<file path="src/rtl/div_seq_pkg.sv">
// Shared definitions for the iterative divide sequencer: widths, op bit positions, FSM states.
package div_seq_pkg;

    localparam int unsigned XLEN      = 32;
    localparam int unsigned OP_W      = 2;
    localparam int unsigned TAG_W     = 5;
    localparam int unsigned CNT_W     = 5;
    localparam int unsigned OP_SIGNED = 0;
    localparam int unsigned OP_REM    = 1;

    typedef enum logic [1:0] {
        IDLE,
        RUN,
        FIX,
        DONE
    } div_state_e;

    // Unsigned magnitude of an operand; two's-complement abs only for signed ops.
    function automatic logic [XLEN-1:0] magnitude(input logic [XLEN-1:0] x,
                                                  input logic            is_signed);
        return (is_signed && x[XLEN-1]) ? XLEN'(-x) : x;
    endfunction

endpackage

</file>
<file path="src/rtl/div_step.sv">
// One combinational restoring-divide step: shift {rem, quo} left, trial-subtract the divisor.
module div_step
    import div_seq_pkg::*;
(
    input  logic [XLEN-1:0] i_rem,
    input  logic [XLEN-1:0] i_quo,
    input  logic [XLEN-1:0] i_divisor,
    output logic [XLEN-1:0] o_rem,
    output logic [XLEN-1:0] o_quo
);

    logic [XLEN:0]   w_shifted;
    logic [XLEN+1:0] w_diff;
    logic            w_fits;

    // The shifted remainder needs one extra bit before the compare.
    assign w_shifted = {i_rem, i_quo[XLEN-1]};
    assign w_diff    = {1'b0, w_shifted} - {2'b00, i_divisor};
    assign w_fits    = ~w_diff[XLEN+1];

    assign o_rem = w_fits ? w_diff[XLEN-1:0] : w_shifted[XLEN-1:0];
    assign o_quo = {i_quo[XLEN-2:0], w_fits};

endmodule

</file>
<file path="src/rtl/div_seq.sv">
// Iterative 32-bit divide/modulo sequencer with valid/ready handshakes and flush abort.
// Optional DIV_EARLY_OUT_EN: resolve divide-by-zero and |src1| < |src2| directly at accept.
module div_seq
    import div_seq_pkg::*;
(
    input  logic              clk,
    input  logic              reset,
    input  logic              flush,
    input  logic              in_valid,
    output logic              in_ready,
    input  logic [OP_W-1:0]   op,
    input  logic [XLEN-1:0]   src1,
    input  logic [XLEN-1:0]   src2,
    input  logic [TAG_W-1:0]  wreg_index,
    input  logic              wreg_en,
    output logic              out_valid,
    input  logic              out_ready,
    output logic [XLEN-1:0]   result,
    output logic [TAG_W-1:0]  out_wreg_index,
    output logic              out_wreg_en,
    output logic              busy
);

    div_state_e         r_state,   w_state_d;
    logic               r_op_rem,  w_op_rem_d;
    logic               r_neg_q,   w_neg_q_d;
    logic               r_neg_r,   w_neg_r_d;
    logic               r_div0,    w_div0_d;
    logic [TAG_W-1:0]   r_tag_idx, w_tag_idx_d;
    logic               r_tag_en,  w_tag_en_d;
    logic [XLEN-1:0]    r_src1,    w_src1_d;
    logic [XLEN-1:0]    r_rem,     w_rem_d;
    logic [XLEN-1:0]    r_quo,     w_quo_d;
    logic [XLEN-1:0]    r_dvsr,    w_dvsr_d;
    logic [CNT_W-1:0]   r_cnt,     w_cnt_d;
    logic [XLEN-1:0]    r_result,  w_result_d;
    logic [TAG_W-1:0]   r_out_idx, w_out_idx_d;
    logic               r_out_en,  w_out_en_d;
    logic               r_in_ready;
    logic               r_busy;
    logic               r_out_valid;

    logic [XLEN-1:0]    w_mag1;
    logic [XLEN-1:0]    w_mag2;
    logic [XLEN-1:0]    w_step_rem;
    logic [XLEN-1:0]    w_step_quo;
    logic [XLEN-1:0]    w_fix_quo;
    logic [XLEN-1:0]    w_fix_rem;
    logic [XLEN-1:0]    w_fix_result;

    assign w_mag1 = magnitude(src1, op[OP_SIGNED]);
    assign w_mag2 = magnitude(src2, op[OP_SIGNED]);

    div_step u_step (
        .i_rem     (r_rem),
        .i_quo     (r_quo),
        .i_divisor (r_dvsr),
        .o_rem     (w_step_rem),
        .o_quo     (w_step_quo)
    );

    // Sign correction; divide-by-zero overrides both results.
    assign w_fix_quo    = r_div0 ? '1     : (r_neg_q ? XLEN'(-r_quo) : r_quo);
    assign w_fix_rem    = r_div0 ? r_src1 : (r_neg_r ? XLEN'(-r_rem) : r_rem);
    assign w_fix_result = r_op_rem ? w_fix_rem : w_fix_quo;

`ifdef DIV_EARLY_OUT_EN
    logic            w_early;
    logic [XLEN-1:0] w_early_result;
    assign w_early        = (src2 == '0) || (w_mag1 < w_mag2);
    assign w_early_result = op[OP_REM] ? src1 : ((src2 == '0) ? '1 : '0);
`endif

    // Next-state and datapath update.
    always_comb begin
        w_state_d   = r_state;
        w_op_rem_d  = r_op_rem;
        w_neg_q_d   = r_neg_q;
        w_neg_r_d   = r_neg_r;
        w_div0_d    = r_div0;
        w_tag_idx_d = r_tag_idx;
        w_tag_en_d  = r_tag_en;
        w_src1_d    = r_src1;
        w_rem_d     = r_rem;
        w_quo_d     = r_quo;
        w_dvsr_d    = r_dvsr;
        w_cnt_d     = r_cnt;
        w_result_d  = r_result;
        w_out_idx_d = r_out_idx;
        w_out_en_d  = r_out_en;

        if (flush) begin
            w_state_d = IDLE;
        end else begin
            case (r_state)
                IDLE: begin
                    if (in_valid) begin
                        w_op_rem_d  = op[OP_REM];
                        w_neg_q_d   = op[OP_SIGNED] & (src1[XLEN-1] ^ src2[XLEN-1]);
                        w_neg_r_d   = op[OP_SIGNED] & src1[XLEN-1];
                        w_div0_d    = (src2 == '0);
                        w_tag_idx_d = wreg_index;
                        w_tag_en_d  = wreg_en;
                        w_src1_d    = src1;
                        w_rem_d     = '0;
                        w_quo_d     = w_mag1;
                        w_dvsr_d    = w_mag2;
                        w_cnt_d     = CNT_W'(XLEN - 1);
                        w_state_d   = RUN;
`ifdef DIV_EARLY_OUT_EN
                        if (w_early) begin
                            w_result_d  = w_early_result;
                            w_out_idx_d = wreg_index;
                            w_out_en_d  = wreg_en;
                            w_state_d   = DONE;
                        end
`endif
                    end
                end
                RUN: begin
                    w_rem_d = w_step_rem;
                    w_quo_d = w_step_quo;
                    w_cnt_d = r_cnt - CNT_W'(1);
                    if (r_cnt == '0) begin
                        w_state_d = FIX;
                    end
                end
                FIX: begin
                    w_result_d  = w_fix_result;
                    w_out_idx_d = r_tag_idx;
                    w_out_en_d  = r_tag_en;
                    w_state_d   = DONE;
                end
                DONE: begin
                    if (out_ready) begin
                        w_state_d = IDLE;
                    end
                end
                default: begin
                    w_state_d = IDLE;
                end
            endcase
        end
    end

    // State and datapath registers; handshake flags registered from the next state.
    always_ff @(posedge clk) begin
        if (reset) begin
            r_state     <= IDLE;
            r_op_rem    <= 1'b0;
            r_neg_q     <= 1'b0;
            r_neg_r     <= 1'b0;
            r_div0      <= 1'b0;
            r_tag_idx   <= '0;
            r_tag_en    <= 1'b0;
            r_src1      <= '0;
            r_rem       <= '0;
            r_quo       <= '0;
            r_dvsr      <= '0;
            r_cnt       <= '0;
            r_result    <= '0;
            r_out_idx   <= '0;
            r_out_en    <= 1'b0;
            r_in_ready  <= 1'b1;
            r_busy      <= 1'b0;
            r_out_valid <= 1'b0;
        end else begin
            r_state     <= w_state_d;
            r_op_rem    <= w_op_rem_d;
            r_neg_q     <= w_neg_q_d;
            r_neg_r     <= w_neg_r_d;
            r_div0      <= w_div0_d;
            r_tag_idx   <= w_tag_idx_d;
            r_tag_en    <= w_tag_en_d;
            r_src1      <= w_src1_d;
            r_rem       <= w_rem_d;
            r_quo       <= w_quo_d;
            r_dvsr      <= w_dvsr_d;
            r_cnt       <= w_cnt_d;
            r_result    <= w_result_d;
            r_out_idx   <= w_out_idx_d;
            r_out_en    <= w_out_en_d;
            r_in_ready  <= (w_state_d == IDLE);
            r_busy      <= (w_state_d != IDLE);
            r_out_valid <= (w_state_d == DONE);
        end
    end

    assign in_ready       = r_in_ready;
    assign busy           = r_busy;
    assign out_valid      = r_out_valid;
    assign result         = r_result;
    assign out_wreg_index = r_out_idx;
    assign out_wreg_en    = r_out_en;

endmodule
</file>
<file path="config.mk">
export PLATFORM = sky130hd
export DESIGN_NAME = div_seq
export DESIGN_NICKNAME = d
export VERILOG_FILES = /design/src/rtl/div_seq_pkg.sv /design/src/rtl/div_step.sv /design/src/rtl/div_seq.sv
export SDC_FILE = /design/constraint.sdc
export NUM_CORES = 1
export LEC_CHECK = 0
export CAP_MARGIN = 20
export CELL_PAD_IN_SITES_DETAIL_PLACEMENT = 0
export CELL_PAD_IN_SITES_GLOBAL_PLACEMENT = 1
export CORE_ASPECT_RATIO = 1.5
export CORE_MARGIN = 1
export CORE_UTILIZATION = 40
export CTS_CLUSTER_DIAMETER = 30
export DETAILED_ROUTE_END_ITERATION = 7
export DONT_BUFFER_PORTS = 1
export PLACE_DENSITY = 0.73
export SLEW_MARGIN = 30
export SYNTH_ARGS = -nofsm -noshare
export SYNTH_HDL_FRONTEND = slang
export SYNTH_HIERARCHICAL = 1
export SYNTH_SLANG_ARGS = --single-unit
</file>
<file path="constraint.sdc">
create_clock -name clk -period 7.4 [get_ports clk]
set_clock_uncertainty 0.05 [all_clocks]
set_input_delay 2.22 -clock clk [delete_from_list [all_inputs] [get_ports clk]]
set_output_delay 2.22 -clock clk [all_outputs]
set_load 0.1 [all_outputs]
</file>
## Word-level counts from Yosys, hierarchy flattened

Cells that the tools add are included.

- Output and inout bits: 41
- Input port bits: 77
- Register bits after elaboration: 186

- Muxes and demuxes: 19
- Add/sub/neg operators: 6
- Bitwise gates (word level): 5
- Reductions and logical operators: 11
- Equality and inequality tests: 5

Operator list:

| operator | count |
|---|---|
| 32-bit two-way mux | 10 |
| 32-bit negator | 4 |
| 32-bit case mux with 2 select lines | 2 |
| 33-bit by 32-bit subtractor with 34-bit output | 1 |
| 32-bit zero test | 1 |
| 5-bit case mux with 2 select lines | 1 |
| 2-bit two-way mux | 4 |
| 2-bit case mux with 4 select lines | 1 |
| 2-bit == test (second input constant) | 3 |
| 3-bit AND reduction | 2 |
| 5-bit zero test | 1 |
| 5-bit two-way mux | 1 |
| 5-bit by 1-bit subtractor with 5-bit output (second input constant) | 1 |
| 2-bit zero test | 2 |
| 2-bit nonzero test | 2 |
| 1-bit AND | 2 |
| 2-bit by 1-bit == test with 1-bit output (second input constant) | 1 |
| 1-bit logical AND | 2 |
| 2-bit inequality test (second input constant) | 1 |
| 1-bit NOT | 2 |
| 2-bit AND reduction | 1 |
| 1-bit bitwise XOR | 1 |

## Logic depth before layout (Yosys ltp)

Gate-level depths: netlist of run 1.

- Depth after elaboration: 5
- Depth in mapped cells: 16

## Hierarchy

The synthesis of run 1 kept the hierarchy.

Modules (own cells, without submodules):

| module | area each (µm²) | cells each | seq. area each (µm²) | times used |
|---|---|---|---|---|
| div_seq | 10059.6 | 1302 | 3723.6 | 1 |
| div_step | 2583.7 | 363 | 0.0 | 1 |

## Worst setup path after synthesis of run 1

Ideal clock, no wire load.

- Path kind: input -> register
- Start point: in src2[10]
- End point: reg r_dvsr[25]
- Setup time: 0.127 ns
- Buffers on the path: 0
- Stages on the path: 6
- Arrival: 4.053 ns
- Path slack: 3.170 ns
- Cell sequence: or3_1 -> or3_1 -> or3_1 -> nor3_1 -> nor4_1 -> or3_1

- Word-level cells in the longest chain between the ends: 2

RTL lines:

| item | line | RTL |
|---|---|---|
| start: declaration | div_seq.sv:13 | `input logic [XLEN-1:0] src2,` |
| 32-bit negator | div_seq_pkg.sv:21 | `return (is_signed && x[XLEN-1]) ? XLEN'(-x) : x;` |
| 32-bit two-way mux | div_seq_pkg.sv:21 |  |
| end signal: assignment | div_seq.sv:178 | `r_dvsr <= w_dvsr_d;` |
| end: declaration | div_seq.sv:34 | `logic [XLEN-1:0] r_dvsr, w_dvsr_d;` |

No other way between the ends.
A chain may end at the register's enable or synchronous reset.

## Final worst setup path of run 1

- Start point: in src1[16]
- End point: reg r_quo[23]

- Word-level cells in the longest chain between the ends: 4

RTL lines:

| item | line | RTL |
|---|---|---|
| start: declaration | div_seq.sv:12 | `input logic [XLEN-1:0] src1,` |
| 32-bit negator | div_seq_pkg.sv:21 |  |
| 32-bit two-way mux | div_seq_pkg.sv:21 |  |
| 32-bit two-way mux | div_seq.sv:97 | `if (in_valid) begin` |
| 32-bit case mux with 2 select lines | div_seq.sv:95 | `case (r_state)` |
| end signal: assignment | div_seq.sv:177 | `r_quo <= w_quo_d;` |
| end: declaration | div_seq.sv:33 | `logic [XLEN-1:0] r_quo, w_quo_d;` |

No other way between the ends. The select of a mux whose other input is x is not followed.

==> flow_summary_export.csv, run 1 <==
group,metric,value,unit
status,status,"finished, final reports clean",
cts,h-tree-depth,4,
timing,fin_crit_sh,55.00,%
cts,cts_hold_buf,0,
pwr,vdd_drop_max,0.0001459,V
setup_path,r2r_start,"r_dvsr[8]$_SDFFE_PP0P_",
synthesis,synth_xor_area_share,8.936,%
routing,drc,0,
cts,post_cts_buffers,0,
timing,setup_tns,0,ps
timing,rsz0062_at_grt,"no",
cts,cts_tree,"done",
cts,cts_buffers,17,
setup_path,start_kind,"input port",
synthesis,syn_nets,1780,
synthesis,synthMuxAreaShare,3.949,%
setup_path,r2r_slack,3560,ps
synthesis,syn_area,12640,um^2
setup_path,max_stage_delay,630,ps
pwr,cellLeakagePower,0.004799,uW
setup_path,reg2reg_depth,13,
min_path,min_to,"out_wreg_en$_SDFFE_PP0P_",
synthesis,synth.area.top_cells,"dfxtp_1, nand2_1, a21oi_1",
synthesis,synth_top_area_share,29.45,%
grt,grtUsageTotal,26.12,%
synthesis,netlist.top_cell.by_area,"dfxtp_1",
setup_path,cp.required,7720,ps
routing,via_count,11616,
routing,firstDrtPassIters,5,
place,dp_hpwl,30700,um
routing,drt-initial-drc-count,663,
die,die_y,219.7,um
layout,insertedDiodeCount,0,
timing,fin_crit,4070,ps
die,rows,79,
timing,hold_viol_final,0,
die,start_util,40.74,%
setup_path,crit_slowest_cell,"or4_1",
layout,finalNonFillerCells,1977,
place,gp_congestion,0.8814,
synthesis,synth_top_family_by_area,"compound AO/OA/AOI/OAI gates",
synthesis,synth-compound-area-share,24.73,%
setup_path,path_class,"input port to flip-flop",
timing,setup_violations,0,
routing,routed_wl,41570,um
routing,ant_nets,0,
routing,routedWlPerCell,21.03,um
cts,clockBufferDepth,2,
pwr,internal-power,1735,uW
setup_path,r2r-end,"r_rem[6]$_SDFFE_PP0P_",
synthesis,ys_ff_latch,186,
timing,fmax,245.7,MHz
setup_path,end_kind,"flip-flop",
cts,cts.repair.resized,0,
die,dieArea,32340,um^2
routing,vias_per_cell,5.876,
timing,worst_pin_slew,1037,ps
synthesis,ys_types,84,
synthesis,synth_ff_type,"dfxtp_1",
synthesis,synth_edf_count,0,
layout,drive_gt1_share,8.270,%
grt,grt_first_pass_wirelength,65010,um
synthesis,yosysSeqAreaShare,29.45,%
synthesis,async_reset_ff_share,0,%
timing,maxSlewViolCount,0,
synthesis,synth-adder-area-share,3.820,%
layout,syn2layout_area_growth,4.879,%
grt,antenna_found_initial,1,
layout,nNetsFinal,1674,
pwr,power_frac_comb,17.4,%
synthesis,ys_warn_count,6,
setup_path,cp_data_arrival_time,4390,ps
die,core_area,31040,um^2
die,die_w,147.2,um
place,post-place-cells,1945,
timing,fin_hold_ws,398.3,ps
pwr,p_switching,741.2,uW
cts,worstSkewPairLatency,460,ps
setup_path,crit_chain,"or4_1, nor4b_2, nand2_1, o31a_1, xnor2_1, a221oi_1",
pwr,cellPowerDensity,186.8,nW/um^2
die,ios,118,
min_path,hold_depth,2,
cts,clock_tree.root_cell,"clkbuf_16",
synthesis,syn-instance-count,1665,
grt,grt.overflow.total,0,
pwr,p_sw_share,29.93,%
grt,grt_max_degree,172,
run,cap_viol_max_count,0,
timing,maxSlewHeadroom,30.79,%
cts,clk_pin_slew,70,ps
pwr,clockPowerShare,37.9,%
layout,seq_area,3744,um^2
grt,grt_pass1_vias,11320,
place,numPortBuffers,0,
setup_path,critPathMaxFanout,6,
layout,multi_input_area,8028,um^2
layout,fill_cells,3234,
pwr,power_frac_seq,44.7,%
cts,cts_sinks,186,
synthesis,yosys.area_share.simple,21.71,%
min_path,hp-class,"flip-flop to flip-flop",
min_path,min_from,"r_tag_en$_SDFFE_PP0P_",
synthesis,avgSynthCellArea,7.594,um^2
## routing by layer
layer / GRT usage (%) / vias to the layer above / part of all wire (%)
met5: 0 / - / 0
met4: 16.67 / 0 / 5.7
met3: 4.534 / 87 / 4.3
met2: 45.96 / 249 / 50
met1: 28.97 / 5530 / 40
li1: - / 5750 / -
## power by group through the flow
| stage | clock, uW | combinational (uW) | sequential, uW |
|---|---|---|---|
| finish | 938 | 431 | 1110 |
| global route | 996 | 479 | 1110 |
| CTS | 957 | 431 | 1110 |
| detailed placement | 0 | 429 | 1130 |
| global placement | 0 | 429 | 1130 |
| floorplan | 0 | 361 | 1110 |
## cell usage after synthesis (7+ instances only)
cell type  count
nand4_1       10
xnor2_1       57
o31ai_1       28
o21a_1        10
a21o_1        15
a311oi_1       7
mux2_2        22
and3_1         9
a221oi_1      18
o21ai_0       90
a31oi_1       16
mux2i_1       12
o211ai_1      10
buf_4         32
nand2_1      236
nand2b_1      11
or2_2         12
clkbuf_1      95
nor4_1        19
o41ai_1       17
o221ai_1      19
nor3_1        42
or4_1         13
dfxtp_1      186
nor2_1       112
or3_1         21
a21oi_1      166
a22o_1         8
xor2_1        72
nor2b_1       10
ha_1          37
nand3_1       50
a211oi_1      37
buf_1         10
inv_1         64
mux2_4         8
## cells in the final DEF, fill, tap and decap left out, types with 19 or more instances in the layout
cell type / synthesis / final
a211oi_1: 37 / 37
a21oi_1: 166 / 166
dfxtp_1: 186 / 170
ha_1: 37 / 37
inv_1: 64 / 64
mux2_2: 22 / 22
nand2_1: 236 / 235
nand3_1: 50 / 50
nor2_1: 112 / 109
nor3_1: 42 / 42
nor4_1: 19 / 19
o21ai_0: 90 / 90
o221ai_1: 19 / 19
o31ai_1: 28 / 28
or3_1: 21 / 21
xnor2_1: 57 / 57
xor2_1: 72 / 72
## layout make-up
| cell class | instances | share of cell area [%] |
|---|---|---|
| Clock buffer | 22 | 3.576 |
| Sequential cell | 186 | 28.23 |
| Tap cell | 405 | 3.821 |
| Timing Repair Buffer | 17 | 1.057 |
| Clock inverter | 10 | 0.8775 |
| Inverter | 67 | 1.897 |
| Multi-Input combinational cell | 1270 | 60.54 |
## cell families after synthesis
logic type / after synthesis
AO/OA/AOI/OAI: 482
adder cells (fa/ha/maj): 38
multiplexers: 43
flip-flops: 186
XOR/XNOR: 129
buffers and inverters: 209
AND/OR/NAND/NOR: 578
## worst max-delay path, delay by kind of cell
family,cells,cell delay [ps]
xor+xnor,1,120
compound gates,2,580
simple gates,3,1460
## metrics by stage
stage	setup slack [ps]	cell area [um^2]	total power, uW	utilization [%]
floorplan	3170	12640	1468	-
global placement	2564	12640	1558	40.73
detailed placement	2529	12660	1559	40.79
CTS	3010	13250	2496	42.69
global route	3173	13260	2587	42.72
finish	3330	13260	2476	42.72
## flip-flops by register name, summed over array words and instances (netlist names), 2 cells and up
signal / count
r_dvsr: 32
r_quo: 32
r_rem: 32
r_src1: 32
result: 32
out_wreg_index: 5
r_cnt: 5
r_tag_idx: 5
r_state: 2
## worst max-delay path by stage
stage              from  depth (start not counted)                       to
2_1_floorplan  src2[10]                          6  r_dvsr[25]$_SDFFE_PP0P_
3_3_place_gp    src1[2]                          6   r_quo[23]$_SDFFE_PP0P_
3_5_place_dp    src1[2]                          6   r_quo[23]$_SDFFE_PP0P_
4_1_cts         src1[2]                          6   r_quo[23]$_SDFFE_PP0P_
5_1_grt         src1[2]                          6   r_quo[23]$_SDFFE_PP0P_
6_report       src1[16]                          6   r_quo[23]$_SDFFE_PP0P_
No activity file was read; power rests on OpenSTA's default activity.
==> run 2: changes to the inputs <==
==> constraint.sdc (replaced) <==
create_clock -name clk -period 3.9 [get_ports clk]
set_clock_uncertainty 0.05 [all_clocks]
set_input_delay 1.17 -clock clk [delete_from_list [all_inputs] [get_ports clk]]
set_output_delay 1.17 -clock clk [all_outputs]
set_load 0.1 [all_outputs]
==> run 2 against run 1 <==
- critical path depth up 7
- non-clock buffer count up 32
- count of clock-buffer cells in the layout down 4
- sequential share of layout area down 0.58 points
- routed wire length up 3.8%
- first-iteration DRC count up 27%
- die area unchanged
- worst hold slack better by 1.4 ps
- global-route usage up 1.0 points
- largest cell class unchanged
- largest power group unchanged
- highest routed layer unchanged
==> flow_summary_export.csv, run 2 (same netlist as run 1, synthesis figures left out) <==
group,metric,value,unit
status,status,"finished, final reports clean",
grt,met1_usage,29.95,%
die,die_w,147.2,um
die,core_area,31040,um^2
grt,globalRouteMet3Util,5.507,%
min_path,hp-class,"flip-flop to flip-flop",
setup_path,cp.required,4190,ps
cts,cts_buffers,17,
min_path,min_to,"out_wreg_index[0]$_SDFFE_PP0P_",
setup_path,path_class,"flip-flop to flip-flop",
die,start_util,40.74,%
setup_path,reg2reg_depth,13,
cts,worstSkewPairLatency,460,ps
layout,multi_input_area,8019,um^2
timing,fmax,285.2,MHz
setup_path,r2r_slack,390,ps
pwr,vdd_drop_max,0.0003058,V
grt,grt_first_pass_wirelength,67350,um
routing,vias_per_cell,5.886,
layout,nNetsFinal,1706,
cts,h-tree-depth,4,
timing,maxSlewHeadroom,30.53,%
setup_path,end_kind,"flip-flop",
run,cap_viol_max_count,0,
layout,mostFrequentLayoutCell,"nand2_1",
place,dp_hpwl,31660,um
timing,setup_tns,0,ps
min_path,min_from,"r_tag_idx[0]$_SDFFE_PP0P_",
routing,drc,0,
routing,firstDrtPassIters,5,
die,rows,79,
layout,insertedDiodeCount,0,
routing,via_count,11824,
pwr,cellLeakagePower,0.004983,uW
die,dieArea,32340,um^2
place,gp_congestion,0.9102,
layout,fill_cells,3266,
setup_path,r2r_start,"r_rem[0]$_SDFFE_PP0P_",
timing,maxSlewViolCount,0,
layout,finalInstanceArea,13540,um^2
cts,clk_pin_slew,70,ps
routing,drt-initial-drc-count,842,
grt,grt-busiest-layer,"met2",
min_path,hold_depth,2,
cts,post_cts_buffers,0,
setup_path,critPathMaxFanout,23,
layout,syn2layout_area_growth,7.125,%
cts,cts_sinks,186,
cts,cts.repair.resized,0,
routing,routedWlPerCell,21.48,um
routing,ant_nets,0,
timing,fin_crit,3506,ps
cts,clock_tree.root_cell,"clkbuf_16",
cts,clockBufferDepth,2,
layout,drive_gt1_share,10.16,%
grt,grt_util_met2,48.35,%
setup_path,r2r-end,"r_rem[21]$_SDFFE_PP0P_",
grt,grt_max_degree,172,
die,die_y,219.7,um
timing,fin_crit_sh,89.89,%
routing,routed_wl,43150,um
place,numPortBuffers,0,
timing,fin_hold_ws,399.7,ps
setup_path,start_kind,"flip-flop",
timing,hold_viol_final,0,
timing,rsz0062_at_grt,"no",
layout,seq_area,3745,um^2
grt,antenna_found_initial,0,
setup_path,cp_data_arrival_time,3790,ps
pwr,cellPowerDensity,358.0,nW/um^2
cts,cts_tree,"done",
timing,setup_violations,0,
grt,grtUsageTotal,27.16,%
grt,grt.overflow.total,0,
die,ios,118,
timing,worst_pin_slew,1041,ps
layout,final_cell_mix,"nand2_1, dfxtp_1, a21oi_1",
cts,cts_hold_buf,0,
place,detailed_place.area,12910,um^2
grt,grt_pass1_vias,11365,
## run 2: cell count changes in the layout (fill, tap and decap cells not counted), sizes merged
| cell | before | now |
|---|---|---|
| bufinv | 2 | 3 |
| buf | 17 | 49 |
| clkinvlp | 2 | 3 |
| inv | 66 | 68 |
| clkbuf | 22 | 18 |
## run 2: worst max path at each step
stage	startpoint	to	cells past startpoint	slack, ps
4_1_cts	r_rem[0]$_SDFFE_PP0P_	r_rem[21]$_SDFFE_PP0P_	13	430
5_1_grt	r_rem[8]$_SDFFE_PP0P_	r_rem[11]$_SDFFE_PP0P_	13	190
3_5_place_dp	src1[2]	r_quo[31]$_SDFFE_PP0P_	7	330
2_1_floorplan	src2[10]	r_dvsr[25]$_SDFFE_PP0P_	6	720
6_report	r_rem[0]$_SDFFE_PP0P_	r_rem[21]$_SDFFE_PP0P_	13	390
3_3_place_gp	src1[2]	r_quo[31]$_SDFFE_PP0P_	7	290
## run 2: power by group
group	internal (uW)	switching, uW	total [uW]
clock network	1040	858	1900
logic	332	524	856
registers	1980	109	2090
total	3360	1490	4850
## run 2: worst max-delay path: stages (launching register included)
cell and delay, ps:
dfxtp_1 500, ha_1 280, nor2b_1 140, o31a_1 270, o211a_1 310, o2111ai_4 280, nand4b_4 160, a211oi_4 350
o21a_2 260, inv_2 140, buf_12 190, mux2_4 300, nand3_1 60, a21oi_1 80
## run 2: area by class of cell
| cell class | instances | area share (%) |
|---|---|---|
| multi-input cells | 1270 | 59.21 |
| inverters | 67 | 1.857 |
| clock inverters | 14 | 1.404 |
| repair buffers | 49 | 2.901 |
| clock buffers | 18 | 3.243 |
| flip-flops and latches | 186 | 27.65 |
| well taps | 405 | 3.741 |
## run 2: metrics by stage
stage / power (uW) / std cells / utilization (%) / setup slack, ps
floorplan: 2786 / 1665 / - / 720.2
global placement: 2981 / 1977 / 41.54 / 294.5
finish: 4848 / 2009 / 43.64 / 394.2
global route: 5051 / 2009 / 43.64 / 185.8
CTS: 4874 / 2009 / 43.62 / 425.0
detailed placement: 2988 / 1977 / 41.59 / 327.0
## run 2: per-layer routing
layer	wire (um)	vias to the layer above
met3	2150	66
li1	-	5789
met2	21900	277
met1	16860	5692
met5	0	-
met4	2229	0
==> run 3: changes to the inputs <==
--- a/config.mk
+++ b/config.mk
@@ -20,3 +20,4 @@
 export SYNTH_HDL_FRONTEND = slang
 export SYNTH_HIERARCHICAL = 1
 export SYNTH_SLANG_ARGS = --single-unit
+export TNS_END_PERCENT = 20
==> results of run 3 <==
Final layout, timing and power as in run 2 (identical DEF).
